## src/rtl/hazard_stall_ctrl_if.sv

```systemverilog
// Signal bundle between the pipeline datapath and the hazard/stall controller:
// ID decode and EX branch resolution in, fetch/pipeline controls and counters out.
interface hazard_stall_ctrl_if #(
    parameter int CNT_W = 16
);
    logic             id_valid;
    logic             id_invalid;
    logic [4:0]       id_rs1;
    logic [4:0]       id_rs2;
    logic             id_use_rs1;
    logic             id_use_rs2;
    logic [4:0]       id_rd;
    logic             id_reg_write;
    logic             id_is_load;
    logic             branch_taken;
    logic             dmem_busy;
    logic             pc_write;
    logic             ifid_write;
    logic             ifid_flush;
    logic             idex_bubble;
    logic             pipe_freeze;
    logic [CNT_W-1:0] stall_cnt;
    logic [CNT_W-1:0] flush_cnt;

    // Datapath side.
    modport master (
        output id_valid, id_invalid, id_rs1, id_rs2, id_use_rs1, id_use_rs2,
               id_rd, id_reg_write, id_is_load, branch_taken, dmem_busy,
        input  pc_write, ifid_write, ifid_flush, idex_bubble, pipe_freeze,
               stall_cnt, flush_cnt
    );

    // Controller side.
    modport slave (
        input  id_valid, id_invalid, id_rs1, id_rs2, id_use_rs1, id_use_rs2,
               id_rd, id_reg_write, id_is_load, branch_taken, dmem_busy,
        output pc_write, ifid_write, ifid_flush, idex_bubble, pipe_freeze,
               stall_cnt, flush_cnt
    );
endinterface

```

## src/rtl/hazard_stall_ctrl.sv

```systemverilog
// Hazard and stall controller for the 5-stage core: tracks in-flight destinations
// in EX and MEM and decides freeze / flush / stall / run in the same cycle.
module hazard_stall_ctrl #(
    parameter bit FORWARDING = 1'b1,
    parameter int CNT_W      = 16
) (
    input  logic               clk,
    input  logic               rst,
    hazard_stall_ctrl_if.slave bus
);
    typedef enum logic [1:0] {
        MODE_RUN,
        MODE_STALL,
        MODE_FLUSH,
        MODE_FREEZE
    } mode_e;

    typedef struct packed {
        logic       valid;
        logic [4:0] rd;
        logic       reg_write;
        logic       is_load;
    } slot_t;

    slot_t            ex_q;
    slot_t            mem_q;
    slot_t            ex_next;
    mode_e            mode;
    logic             idq;
    logic             ex_hit;
    logic             mem_hit;
    logic             hazard;
    logic [CNT_W-1:0] stall_q;
    logic [CNT_W-1:0] flush_q;

    function automatic logic raw_hit(slot_t s, logic [4:0] rs1, logic use1,
                                     logic [4:0] rs2, logic use2);
        return s.valid && s.reg_write && (s.rd != 5'd0) &&
               ((use1 && (rs1 == s.rd)) || (use2 && (rs2 == s.rd)));
    endfunction

    assign idq     = bus.id_valid & ~bus.id_invalid;
    assign ex_hit  = raw_hit(ex_q, bus.id_rs1, bus.id_use_rs1, bus.id_rs2, bus.id_use_rs2);
    assign mem_hit = raw_hit(mem_q, bus.id_rs1, bus.id_use_rs1, bus.id_rs2, bus.id_use_rs2);

    // With forwarding, only a load still in EX cannot hand its result over in time.
    assign hazard = FORWARDING ? (ex_hit & ex_q.is_load) : (ex_hit | mem_hit);

    always_comb begin
        mode = MODE_RUN;
        if (bus.dmem_busy)         mode = MODE_FREEZE;
        else if (bus.branch_taken) mode = MODE_FLUSH;
        else if (idq && hazard)    mode = MODE_STALL;
    end

    // NOTE: every output gets a default before the case so no path leaves it unassigned (no latch).
    always_comb begin
        bus.pc_write    = 1'b1;
        bus.ifid_write  = 1'b1;
        bus.ifid_flush  = 1'b0;
        bus.idex_bubble = 1'b0;
        bus.pipe_freeze = 1'b0;
        case (mode)
            MODE_FREEZE: begin
                bus.pc_write    = 1'b0;
                bus.ifid_write  = 1'b0;
                bus.pipe_freeze = 1'b1;
            end
            MODE_FLUSH: begin
                bus.ifid_flush  = 1'b1;
                bus.idex_bubble = 1'b1;
            end
            MODE_STALL: begin
                bus.pc_write    = 1'b0;
                bus.ifid_write  = 1'b0;
                bus.idex_bubble = 1'b1;
            end
            default: ;
        endcase
        if (rst) begin
            bus.pc_write    = 1'b0;
            bus.ifid_write  = 1'b0;
            bus.ifid_flush  = 1'b1;
            bus.idex_bubble = 1'b1;
            bus.pipe_freeze = 1'b0;
        end
    end

    always_comb begin
        ex_next = '0;
        if (mode == MODE_RUN) begin
            ex_next.valid     = idq;
            ex_next.rd        = bus.id_rd;
            ex_next.reg_write = bus.id_reg_write & idq;
            ex_next.is_load   = bus.id_is_load & idq;
        end
    end

    // NOTE: sequential state uses non-blocking assignments so every flop samples pre-edge values.
    always_ff @(posedge clk) begin
        if (rst) begin
            ex_q    <= '0;
            mem_q   <= '0;
            stall_q <= '0;
            flush_q <= '0;
        end else begin
            if (mode != MODE_FREEZE) begin
                mem_q <= ex_q;
                ex_q  <= ex_next;
            end
            if ((mode == MODE_FREEZE || mode == MODE_STALL) && (stall_q != '1))
                stall_q <= stall_q + 1'b1;
            if ((mode == MODE_FLUSH) && (flush_q != '1))
                flush_q <= flush_q + 1'b1;
        end
    end

    assign bus.stall_cnt = stall_q;
    assign bus.flush_cnt = flush_q;
endmodule

```

## src/flat_wrapper.sv

```systemverilog
// flat-port wrapper written by rule: the top's interface ports become plain ports
module hazard_stall_ctrl_flat 
#(
    parameter bit FORWARDING = 1'b1,
    parameter int CNT_W      = 16
)
  (clk, rst, bus_id_valid, bus_id_invalid, bus_id_rs1, bus_id_rs2, bus_id_use_rs1, bus_id_use_rs2, bus_id_rd, bus_id_reg_write, bus_id_is_load, bus_branch_taken, bus_dmem_busy, bus_pc_write, bus_ifid_write, bus_ifid_flush, bus_idex_bubble, bus_pipe_freeze, bus_stall_cnt, bus_flush_cnt);
  hazard_stall_ctrl_if #(.CNT_W(CNT_W)) bus_i ();
  input  logic clk;
  input  logic rst;
  input wire logic [$bits(bus_i.id_valid)-1:0] bus_id_valid;
  input wire logic [$bits(bus_i.id_invalid)-1:0] bus_id_invalid;
  input wire logic [$bits(bus_i.id_rs1)-1:0] bus_id_rs1;
  input wire logic [$bits(bus_i.id_rs2)-1:0] bus_id_rs2;
  input wire logic [$bits(bus_i.id_use_rs1)-1:0] bus_id_use_rs1;
  input wire logic [$bits(bus_i.id_use_rs2)-1:0] bus_id_use_rs2;
  input wire logic [$bits(bus_i.id_rd)-1:0] bus_id_rd;
  input wire logic [$bits(bus_i.id_reg_write)-1:0] bus_id_reg_write;
  input wire logic [$bits(bus_i.id_is_load)-1:0] bus_id_is_load;
  input wire logic [$bits(bus_i.branch_taken)-1:0] bus_branch_taken;
  input wire logic [$bits(bus_i.dmem_busy)-1:0] bus_dmem_busy;
  output wire logic [$bits(bus_i.pc_write)-1:0] bus_pc_write;
  output wire logic [$bits(bus_i.ifid_write)-1:0] bus_ifid_write;
  output wire logic [$bits(bus_i.ifid_flush)-1:0] bus_ifid_flush;
  output wire logic [$bits(bus_i.idex_bubble)-1:0] bus_idex_bubble;
  output wire logic [$bits(bus_i.pipe_freeze)-1:0] bus_pipe_freeze;
  output wire logic [$bits(bus_i.stall_cnt)-1:0] bus_stall_cnt;
  output wire logic [$bits(bus_i.flush_cnt)-1:0] bus_flush_cnt;
  assign bus_i.id_valid = bus_id_valid;
  assign bus_i.id_invalid = bus_id_invalid;
  assign bus_i.id_rs1 = bus_id_rs1;
  assign bus_i.id_rs2 = bus_id_rs2;
  assign bus_i.id_use_rs1 = bus_id_use_rs1;
  assign bus_i.id_use_rs2 = bus_id_use_rs2;
  assign bus_i.id_rd = bus_id_rd;
  assign bus_i.id_reg_write = bus_id_reg_write;
  assign bus_i.id_is_load = bus_id_is_load;
  assign bus_i.branch_taken = bus_branch_taken;
  assign bus_i.dmem_busy = bus_dmem_busy;
  assign bus_pc_write = bus_i.pc_write;
  assign bus_ifid_write = bus_i.ifid_write;
  assign bus_ifid_flush = bus_i.ifid_flush;
  assign bus_idex_bubble = bus_i.idex_bubble;
  assign bus_pipe_freeze = bus_i.pipe_freeze;
  assign bus_stall_cnt = bus_i.stall_cnt;
  assign bus_flush_cnt = bus_i.flush_cnt;
  hazard_stall_ctrl #(.FORWARDING(FORWARDING), .CNT_W(CNT_W)) u_core (.clk(clk), .rst(rst), .bus(bus_i));
endmodule
```

## config.mk

```make
export PLATFORM = sky130hd
export DESIGN_NAME = hazard_stall_ctrl_flat
export DESIGN_NICKNAME = d
export VERILOG_FILES = /design/src/rtl/hazard_stall_ctrl_if.sv /design/src/rtl/hazard_stall_ctrl.sv /design/src/flat_wrapper.sv
export SDC_FILE = /design/constraint.sdc
export NUM_CORES = 1
export LEC_CHECK = 0
export CORE_MARGIN = 4
export CORE_UTILIZATION = 52
export CTS_BUF_LIST = sky130_fd_sc_hd__clkbuf_4
export DETAILED_ROUTE_END_ITERATION = 7
export HOLD_SLACK_MARGIN = 0.12
export PLACE_DENSITY = 0.95
export SLEW_MARGIN = 0
export SYNTH_ARGS = -nofsm -noshare
export SYNTH_HDL_FRONTEND = slang
export SYNTH_SLANG_ARGS = --single-unit
```

## constraint.sdc

```tcl
create_clock -name clk -period 5.2 [get_ports clk]
set_input_delay 0.78 -clock clk [delete_from_list [all_inputs] [get_ports clk]]
set_output_delay 0.78 -clock clk [all_outputs]
set_load 0.01 [all_outputs]
```

; Word-level counts from Yosys, hierarchy flattened
; Index checks and enable logic that the tools add are counted.
[classes]
reduce_logical = 14
n_mux = 12
n_bitwise = 5
eq_ne = 8
addsub = 2
[op_table]
columns = operator, n
row1 = $add 16x1->16 const B, 2
row2 = $ne 16x16->1 const B, 2
row3 = $eq 5x5->1, 2
row4 = $mux 1, 9
row5 = $logic_and 1x1->1, 8
row6 = $mux 8, 1
row7 = $reduce_bool 5->1, 1
row8 = $and 1x1->1, 4
row9 = $eq 2x2->1 const B, 2
row10 = $mux 2, 2
row11 = $reduce_or 2->1, 2
row12 = $eq 2x1->1 const B, 1
row13 = $logic_not 2->1, 1
row14 = $logic_or 1x1->1, 2
row15 = $ne 2x2->1 const B, 1
row16 = $not 1->1, 1
[word_totals]
wordCells = 47
ff_bits = 40
input_bits = 25

; Logic depth before layout (Yosys ltp)
[depth]
ltp_word = 13
depth_mapped = 9

; Worst setup path before layout
; OpenSTA, ideal clock, no wires.
[synth_timing]
path_type = input port to output port
start = input bus_id_rs2[2]
end = output bus_pipe_freeze
stages = 6
t_arrival_ns = 2.032
slack_ns = 2.388
path_cell_list = xnor2_1 nand4_1 o22ai_1 a21o_1 ha_1 nor2b_1
[synth_between]
elab_chain_cells = 12
[synth_lines]
columns = element, line
row1 = start: declaration, flat_wrapper.sv:14  ; input wire logic [$bits(bus_i.id_rs2)-1:0] bus_id_rs2;
row2 = $eq 5x5->1, hazard_stall_ctrl.sv:39  ; ((use1 && (rs1 == s.rd)) || (use2 && (rs2 == s.rd)));
row3 = $logic_and 1x1->1, hazard_stall_ctrl.sv:39
row4 = $logic_or 1x1->1, hazard_stall_ctrl.sv:39
row5 = $logic_and 1x1->1, hazard_stall_ctrl.sv:38  ; return s.valid && s.reg_write && (s.rd != 5'd0) &&
row6 = $and 1x1->1, hazard_stall_ctrl.sv:47  ; assign hazard = FORWARDING ? (ex_hit & ex_q.is_load) : (ex_hit | mem_hit);
row7 = $logic_and 1x1->1, hazard_stall_ctrl.sv:53  ; else if (idq && hazard) mode = MODE_STALL;
row8 = $mux 1, hazard_stall_ctrl.sv:53
row9 = $mux 2, hazard_stall_ctrl.sv:52  ; else if (bus.branch_taken) mode = MODE_FLUSH;
row10 = $mux 2, hazard_stall_ctrl.sv:51  ; if (bus.dmem_busy) mode = MODE_FREEZE;
row11 = $eq 2x2->1, hazard_stall_ctrl.sv:63  ; case (mode)
row12 = $mux 1, hazard_stall_ctrl.sv:63
row13 = $mux 1, hazard_stall_ctrl.sv:80  ; if (rst) begin
row14 = end: declaration, flat_wrapper.sv:26  ; output wire logic [$bits(bus_i.pipe_freeze)-1:0] bus_pipe_freeze;
; Every way passes these cells.

; Worst setup path after layout
; Same ends and word-level chain as after synthesis.

==> out/metrics.cfg <==
[critical_path]
start_kind=primary input
critPathCaptureType=output port
worstPathRequired_ns=4.42
crit_fanout=7
critPathArrivalTime_ns=3.17
crit_type=primary input to output port

[grt]
grt_start_max_net_pins=23
track_usage=0.194
gr-total-overflow=0
grt_pass1_vias=1807
grt_antenna_before_repair=0
grt_pass1_wl_microns=8030

[die]
coreArea_sq_um=3690
start_util=0.545
rows=22
die-area_sq_um=4930
io_pins=62
die_h_microns=70.2
fp.dieW_microns=70.2

[place]
numPortBuffers=61
place.gp.congestion=0.791
dpl.hpwl_microns=3500

[finish]
final_cell_mix=61 x clkdlybuf4s50_1, 40 x dfxtp_1, 36 x nor2_1
drive_above_1_share=0.0722
final_util=0.737
final_common_cell=clkdlybuf4s50_1
syn_to_final_growth_pct=35.1
nets=319
num_antenna_cells=0

[drt]
via_per_inst=5.44
dr.pass1.iters=4
wl_per_cell_microns=13.5
drc_errors=0
dr.first_iter.drc_count=117
drtAntennaViolNets=0
vias=1843
wirelength_microns=4590

[sta]
rsz0062_at_grt=no
period_share=0.760
final-setup-viol-count=0
setup-tns-final_ns=0
tightest_slew_ns=0.745
fin_skew_ns=0.0148
hold_viol_final=0
relSlewSlack=0.502
max_freq_mhz=253
timing.hold.ws_ns=0.482
finalMaxSlewViolations=0
period_needed_ns=3.95

[clocking]
cts-root-buf=clkbuf_4
htreeDepth=2
hold_buffers=0
post_cts_buffers=0
path_clk_slew_ns=0.11
clkLatencyLatePin_ns=0.34
cts_inserted_buffers=5
cts.sinks=40
cts_tree=built
clk_path_buf_depth=2
ctsResizeCount=0

[logic_synthesis]
yosys.area.top_type=dfxtp_1
synth_seq_cells=40
avgSynthCellArea_sq_um=8.79
synth_warnings=0
syn_area_sq_um=2010
postSynthCellCount=229
ys.flop_type=dfxtp_1
synth_nets=258
synthTopCellsByArea=dfxtp_1 40%, xor2_1 9.1%, nor2_1 6.7%, xnor2_1 5.2%, nand4_1 4.4%
netlist.area_leader.share=0.398
synth_edf_count=0
synth_cell_type_count=41
async_flop_share=0
yosysSeqAreaShare=0.398

[worst_hold_path]
worstHoldPathType=register to register

[pwr]
leakage_nw=0.958
power_density_nw_per_um2=212
peakVddDrop_mv=0.225

[run_status]
status=finished, final reports clean

[job]
maxCapViolCount=0

through the flow:
stage                     area [sq um]  setup slack [ns]  cells  total power, mW
final                             2720              1.25    339            0.577
after global routing              2720              1.06    339            0.599
after CTS                         2720              1.23    339            0.582
after detailed placement          2640              1.24    331            0.383
after global placement            2640              1.30    331            0.382
after floorplan                   2010              2.39    229            0.352
critical path, cell delays in order:
cell and delay, ns:
clkdlybuf4s50_1 0.47, xnor2_1 0.11, nand4_1 0.19, o22ai_1 0.20, a21o_1 0.21, ha_1 0.30
nor2b_1 0.30, clkdlybuf4s50_1 0.60
cell usage after synthesis (all sizes together) (3+ instances only):
master	n
dfxtp	40
nor2	36
xor2	21
nand3	17
nand4	14
nand2	13
xnor2	12
and3	9
a21oi	8
a22oi	5
clkbuf	5
inv	5
ha	4
o21ai	4
buf	3
o31ai	3
or4	3
path summary, 6_finish.rpt:
check             cells past startpoint            from              end  slack (ns)
setup reg to reg                      7  u_core.ex_q[2]   u_core.ex_q[1]        2.85
hold / removal                        1  u_core.ex_q[7]   u_core.ex_q[7]        0.48
setup / recovery                      8   bus_id_rs2[2]  bus_pipe_freeze        1.25
hold reg to reg                       1  u_core.ex_q[7]   u_core.ex_q[7]        0.48
layout make-up:
cell class | instances | area (sq um)
Clock inverter | 3 | 42.5
Tap cell | 48 | 60.1
Timing Repair Buffer | 62 | 618
Sequential cell | 40 | 801
Fill cell | 288 | 971
Multi-Input combinational cell | 176 | 1140
Clock buffer | 5 | 37.5
Inverter | 5 | 18.8
sequential cells by signal, indices dropped and copies added (netlist names):
register	count
u_core.bus.flush_cnt	16
u_core.ex_q	8
u_core.bus.stall_cnt	16
layer usage:
| metal | global-route usage | vias up | routed length [microns] |
|---|---|---|---|
| li1 | - | 933 | - |
| met1 | 0.241 | 852 | 2060 |
| met2 | 0.337 | 54 | 2260 |
| met3 | 0.0489 | 4 | 228 |
| met4 | 0.0468 | 0 | 41 |
| met5 | 0 | - | 0 |
power by group:
part | total [mW] | internal [mW] | switching (mW)
sequential | 0.313 | 0.309 | 0.00412
combinational | 0.0630 | 0.0350 | 0.0279
clock | 0.201 | 0.100 | 0.100
cell families after synthesis:
kind of cell	count (synthesis)	synth area share
adder cells (fa/ha/maj)	4	0.0249
multiplexers	1	0.00498
flip-flops	40	0.398
XOR/XNOR	33	0.144
buffers and inverters	13	0.0354
AO/OA/AOI/OAI	29	0.108
AND/OR/NAND/NOR	109	0.285
(Power assumes the default switching activity.)
==> edit 1 (same flow settings) <==
`CNT_W` is set to 16 in 3 places; all go to 32.
--- a/src/rtl/hazard_stall_ctrl_if.sv
+++ b/src/rtl/hazard_stall_ctrl_if.sv
@@ -1,7 +1,7 @@
 // Signal bundle between the pipeline datapath and the hazard/stall controller:
 // ID decode and EX branch resolution in, fetch/pipeline controls and counters out.
 interface hazard_stall_ctrl_if #(
-    parameter int CNT_W = 16
+    parameter int CNT_W = 32
 );
     logic             id_valid;
     logic             id_invalid;
--- a/src/rtl/hazard_stall_ctrl.sv
+++ b/src/rtl/hazard_stall_ctrl.sv
@@ -2,7 +2,7 @@
 // in EX and MEM and decides freeze / flush / stall / run in the same cycle.
 module hazard_stall_ctrl #(
     parameter bit FORWARDING = 1'b1,
-    parameter int CNT_W      = 16
+    parameter int CNT_W      = 32
 ) (
     input  logic               clk,
     input  logic               rst,
--- a/src/flat_wrapper.sv
+++ b/src/flat_wrapper.sv
@@ -2,7 +2,7 @@
 module hazard_stall_ctrl_flat 
 #(
     parameter bit FORWARDING = 1'b1,
-    parameter int CNT_W      = 16
+    parameter int CNT_W      = 32
 )
   (clk, rst, bus_id_valid, bus_id_invalid, bus_id_rs1, bus_id_rs2, bus_id_use_rs1, bus_id_use_rs2, bus_id_rd, bus_id_reg_write, bus_id_is_load, bus_branch_taken, bus_dmem_busy, bus_pc_write, bus_ifid_write, bus_ifid_flush, bus_idex_bubble, bus_pipe_freeze, bus_stall_cnt, bus_flush_cnt);
   hazard_stall_ctrl_if #(.CNT_W(CNT_W)) bus_i ();
Ports: changed (resized bus_flush_cnt and bus_stall_cnt); port bits go from 62 to 94. The function was not compared with the original's and may differ.
==> edit 1 against the unedited design <==
Worst setup slack got worse by 0.19 ns; routed wire length rose by 88%; maximum frequency fell by 4.6%; cell area rose by 68%; synthesized area rose by 73%; synthesized cell count rose by 77%; critical path depth did not move; sequential cell count rose by 32; power rose by 68%; sequential share of layout area rose by 2.1 points; critical path type unchanged; largest power group unchanged.
==> edit 1: results (changes against the unedited design) <==
- Outcome: complete, no violations
- Syn Nets: 434 (+68%)
- H-tree levels: 3 (+1)
- Clk_lat worst skew: 0.41 ns (+0.07 ns)
- Worst reg2reg path depth: 9 (+2)
- Power in combinational cells: 0.0653 mW (+3.7%)
- Fraction of area in multi-input gates: 0.423 (+0.00363)
- Commonest cells in the netlist: nor2_1 (78), dfxtp_1 (72), xor2_1 (39)
- Adder-cell share of the synthesized area: 0.0144 (-0.0105)
- Pre-CTS setup slack: 1.06 ns (-0.174 ns)
- Layout Nets: 526 (+65%)
- NonClk Buf Share: 0.204 (-0.0232)
- Non-clk bufs: 94 (+52%)
- Largest net degree at the start of global routing: 44 (+91%)
- Sequential element share of the synthesized area: 0.415 (+0.0170)
- Seq. pwr: 0.558 mW (+78%)
- Netlist cell types: 48 (+17%)
- Vias in the first global route: 3117 (+72%)
- Post-Syn Instances: 405 (+77%)
- Slew HR: 0.489 (-0.0126)
- CP startpoint: bus_branch_taken
- Via count: 3215 (+74%)
- Synth Register Bits: 72 (+80%)
- Synth area leaders: dfxtp_1 (41%), xor2_1 (9.8%), nor2_1 (8.4%), xnor2_1 (6.8%), nand3_1 (4.3%)
- Clock Skews: 0.0186 ns (+0.00386 ns)
- WL met2: 4250 um (+88%)
- Metal-1 WL: 3900 um (+89%)
- Mux share of post-synthesis cell area: 0.00720 (+0.00223)
- Gr usage total: 0.214 (+0.0192)
- LEAKAGE: 1.57 nW (+64%)
- Reg2reg start: u_core.ex_q[5]$_SDFFE_PP0P_
- GPL Wtd Cong: 0.803 (+1.6%)
- Drt first-iter violations: 138 (+18%)
- Global-route wire length before repair: 14600 um (+82%)
- Dpl cell area: 4430 sq um (+68%)
- Fin area: 4570 sq um (+68%)
- Comb_multi_in: 313 (+78%)
- Post-DP HPWL: 6370 um (+82%)
- Post-Synth XOR/XNOR Area: 0.166 (+0.0228)
- Routed WL: 8620 um (+88%)
- Row Count: 29 (+32%)
- Layout fillers: 488 (+69%)
- Final clock-cell share: 0.0304 (+0.000928)
- Inverter count: 7 (+2)
- Reg2reg setup slack: 2.58 ns (-0.27 ns)
- Wire per inst: 14.9 um (+9.9%)
- Switching share of power: 0.240 (+0.0104)
- Crit path arrival time: 3.36 ns (+0.19 ns)
- Layout cells sized above 1: 0.0637 (-0.00842)
- GRT met3 Usage: 0.0351 (-0.0139)
- Reg2reg end: u_core.ex_q[0]$_SDFFE_PP0P_
- TritonCTS Buffers: 9 (+4)
edit 1: cell count changes in the layout (fill, tap and decap cells not counted), sizes merged, moves of 4 or more:
cell / delta
clkdlybuf4s50: +31
xor2: +18
xnor2: +15
nand4: +11
nor3: +9
clkbuf: +4
and4: +6
nand3: +14
dfxtp: +32
nand2: +16
nor2: +42
edit 1: logic make-up (layout without fill, tap and decap cells):
logic type      count (synthesis)  after routing
compound gates                 27             27
xor+xnor                       66             66
fa+ha+maj                       4              4
buf+inv                        20            117
flops                          72             72
mux                             2              2
simple gates                  214            214
edit 1: worst min-delay path by stage:
stage,startpoint,to,slack [ns],cells past startpoint
after floorplan,u_core.ex_q[7]$_SDFFE_PP0P_,u_core.ex_q[7]$_SDFFE_PP0P_,0.43,1
after global placement,u_core.ex_q[7]$_SDFFE_PP0P_,u_core.ex_q[7]$_SDFFE_PP0P_,0.44,1
after detailed placement,u_core.ex_q[7]$_SDFFE_PP0P_,u_core.ex_q[7]$_SDFFE_PP0P_,0.45,1
after CTS,u_core.ex_q[7]$_SDFFE_PP0P_,u_core.ex_q[7]$_SDFFE_PP0P_,0.48,1
after global routing,u_core.ex_q[7]$_SDFFE_PP0P_,u_core.ex_q[7]$_SDFFE_PP0P_,0.50,1
final,u_core.ex_q[7]$_SDFFE_PP0P_,u_core.ex_q[7]$_SDFFE_PP0P_,0.48,1
edit 1: critical path, cell delays in order:
cell and delay, ns:
clkdlybuf4s50_1 0.44, nand4b_1 0.18, a211oi_1 0.34, a21oi_1 0.27
inv_1 0.15, ha_1 0.29, nor2b_1 0.31, clkdlybuf4s50_1 0.60
==> edit 2 (same settings) <==
Without the edit above. Reset style: asynchronous (`rst`), changed in one clocked block.
--- a/src/rtl/hazard_stall_ctrl.sv
+++ b/src/rtl/hazard_stall_ctrl.sv
@@ -97,7 +97,7 @@
     end
 
     // NOTE: sequential state uses non-blocking assignments so every flop samples pre-edge values.
-    always_ff @(posedge clk) begin
+    always_ff @(posedge clk or posedge rst) begin
         if (rst) begin
             ex_q    <= '0;
             mem_q   <= '0;
Function: differs if rst is asserted again (counterexample within 4 cycles, from zero or initial values and one cycle with rst high); with rst held inactive, the same outputs for 10 cycles.
==> edit 2 against the unedited design <==
Synthesized cell count decreased by 14%; maximum frequency fell by 7.5%; cell area grew 4.7%; clock skew shrank 0.0026 ns; first-iteration DRC count is 7.7% lower; count of clock-buffer cells in the layout up 1; highest routed layer unchanged; worst setup slack worse by 0.32 ns; routed wire length rose by 8.7%; largest cell class unchanged; synthesized area is 6.1% higher; sequential cell count did not move.
Power is not compared: it rests on default switching activity, and its combinational part moved more than twofold at a synthesized area within 25%.
==> edit 2: results (changes against the unedited design) <==
- WL met2: 2600 um (+15%)
- Uppermost routed layer: met4
- Clk_lat worst skew: 0.34 ns (about the same)
- Diodes inserted: 0 (unchanged)
- Vias in the first global route: 1823 (+0.89%)
- Sink of the worst hold path: u_core.bus.flush_cnt[14]$_DFFE_PP0P_
- VDD IR max: 0.255 mV
- Crit path arrival time: 3.49 ns (+0.32 ns)
- Layout cells sized above 1: 0.0985 (+0.0263)
- H-tree levels: 2 (unchanged)
- GPL Wtd Cong: 0.836 (+5.7%)
- Global-route wire length before repair: 8430 um (+5.0%)
- Worst reg2reg path depth: 8 (+1)
- Port Buffers: 61 (unchanged)
- Longest Clk Path Bufs: 2 (unchanged)
- YS warnings: 0 (unchanged)
- Drt via density: 5.58 (+2.7%)
- Worst-path fanout max: 18 (+11)
- Hold path start: u_core.bus.flush_cnt[14]$_DFFE_PP0P_
- Post-CTS setup buffer count: 0 (unchanged)
- Synth async-reset ratio: 1.00 (+1.00)
- CTS root buf: clkbuf_4
- Initial antenna violation count: 0 (unchanged)
- Switching share of power: 0.326
- Min-delay worst type: flip-flop to flip-flop
- Final Hold Viols: 0 (unchanged)
- Post-DP HPWL: 3790 um (+8.3%)
- Reg2reg end: u_core.ex_q[6]$_DFFE_PP0P_
- Netlist cell types: 47 (+15%)
- Reg2reg start: u_core.ex_q[5]$_DFFE_PP0P_
- Syn Nets: 227 (-12%)
- Slew HR: 0.673 (+0.172)
- Outcome: complete, no violations
- Commonest cells in the netlist: dfrtp_1 (40), xor2_1 (18), xnor2_1 (15)
- Routed met3 length: 251 um (+10%)
- Metal-1 WL: 2060 um (about the same)
- Gr usage total: 0.209 (+0.0145)
- TritonCTS Buffers: 5 (unchanged)
- Drt first-iter violations: 108 (-7.7%)
- 1st-pass router iterations: 6 (+2)
- Synth area leaders: dfrtp_1 (47%), xor2_1 (7.4%), xnor2_1 (6.2%), nand3_1 (3.0%), ha_1 (2.3%)
- Clock-pin transition on the worst setup and hold timing paths: 0.11 ns (about the same)
- Routed WL: 4990 um (+8.7%)
- Min-Delay Path Depth: 1 (unchanged)
- LEAKAGE: 1.28 nW
- Largest net degree at the start of global routing: 41 (+78%)
- Post-CTS Resized: 0 (unchanged)
- Reg2reg setup slack: 2.65 ns (-0.20 ns)
- Sequential element share of the synthesized area: 0.469 (+0.0709)
- Layout fillers: 310 (+7.6%)
- Main synth FF type: dfrtp_1
- Clock Skews: 0.0122 ns (-0.00256 ns)
- Layout Nets: 293 (-8.2%)
[edit 2: cell families (layout without fill, tap and decap cells)]
kind of cell	after synthesis	after routing	synth area share
DFF	40	40	0.469
buffers and inverters	15	81	0.0317
adders and majority gates	4	4	0.0234
AOI/OAI and AO/OA	30	30	0.113
xor gates and xnor gates	33	33	0.135
muxes	3	3	0.0170
and+or+nand+nor	73	73	0.211
[edit 2: through the flow]
stage | hold WS [ns] | instances | utilization | setup slack, ns | cell area [sq um]
after global placement | 0.463 | 307 | 0.704 | 1.04 | 2800
after global routing | 0.528 | 314 | 0.717 | 0.793 | 2850
after detailed placement | 0.491 | 307 | 0.704 | 0.936 | 2800
after floorplan | 0.446 | 198 | - | 1.96 | 2130
final | 0.510 | 314 | 0.717 | 0.932 | 2850
after CTS | 0.511 | 314 | 0.717 | 0.913 | 2850
[edit 2: critical path, cell delays in order]
cell and delay [ns]:
clkdlybuf4s50_1 0.42, xor2_1 0.15, nor4_1 0.41, a32oi_2 0.15, o21ai_4 0.17, buf_4 0.24, ha_1 0.43, nor2b_1 0.19
clkdlybuf4s50_1 0.54
[edit 2: layout make-up]
cell class,instances,area share
Multi-Input combinational cell,143,0.375
Timing Repair Buffer,63,0.220
Inverter,11,0.0145
Clock buffer,6,0.0158
Clock inverter,1,0.00176
Sequential cell,40,0.352
Tap cell,50,0.0220
[edit 2: power groups by stage]
stage	Sequential, mW	Clock, mW	Combinational [mW]
finish	0.441	0.152	0.303
global route	0.453	0.172	0.328
CTS	0.440	0.158	0.308
detailed placement	0.445	0	0.306
global placement	0.443	0	0.294
floorplan	0.457	0	0.120
[edit 2: how the worst max path moves through the flow]
stage | start | endpoint | cells past startpoint
final | bus_id_rs1[3] | bus_pipe_freeze | 9
after CTS | bus_id_rs1[3] | bus_pipe_freeze | 9
after global placement | bus_id_rs1[3] | bus_pipe_freeze | 9
after global routing | bus_id_rs1[0] | bus_pipe_freeze | 9
after detailed placement | bus_id_rs1[3] | bus_pipe_freeze | 9
after floorplan | bus_id_rs2[4] | bus_pipe_freeze | 8
[edit 2: routing by layer]
layer / vias up / track usage
met4: 0 / 0.0814
li1: 830 / -
met5: - / 0
met2: 48 / 0.351
met1: 871 / 0.263
met3: 4 / 0.0443
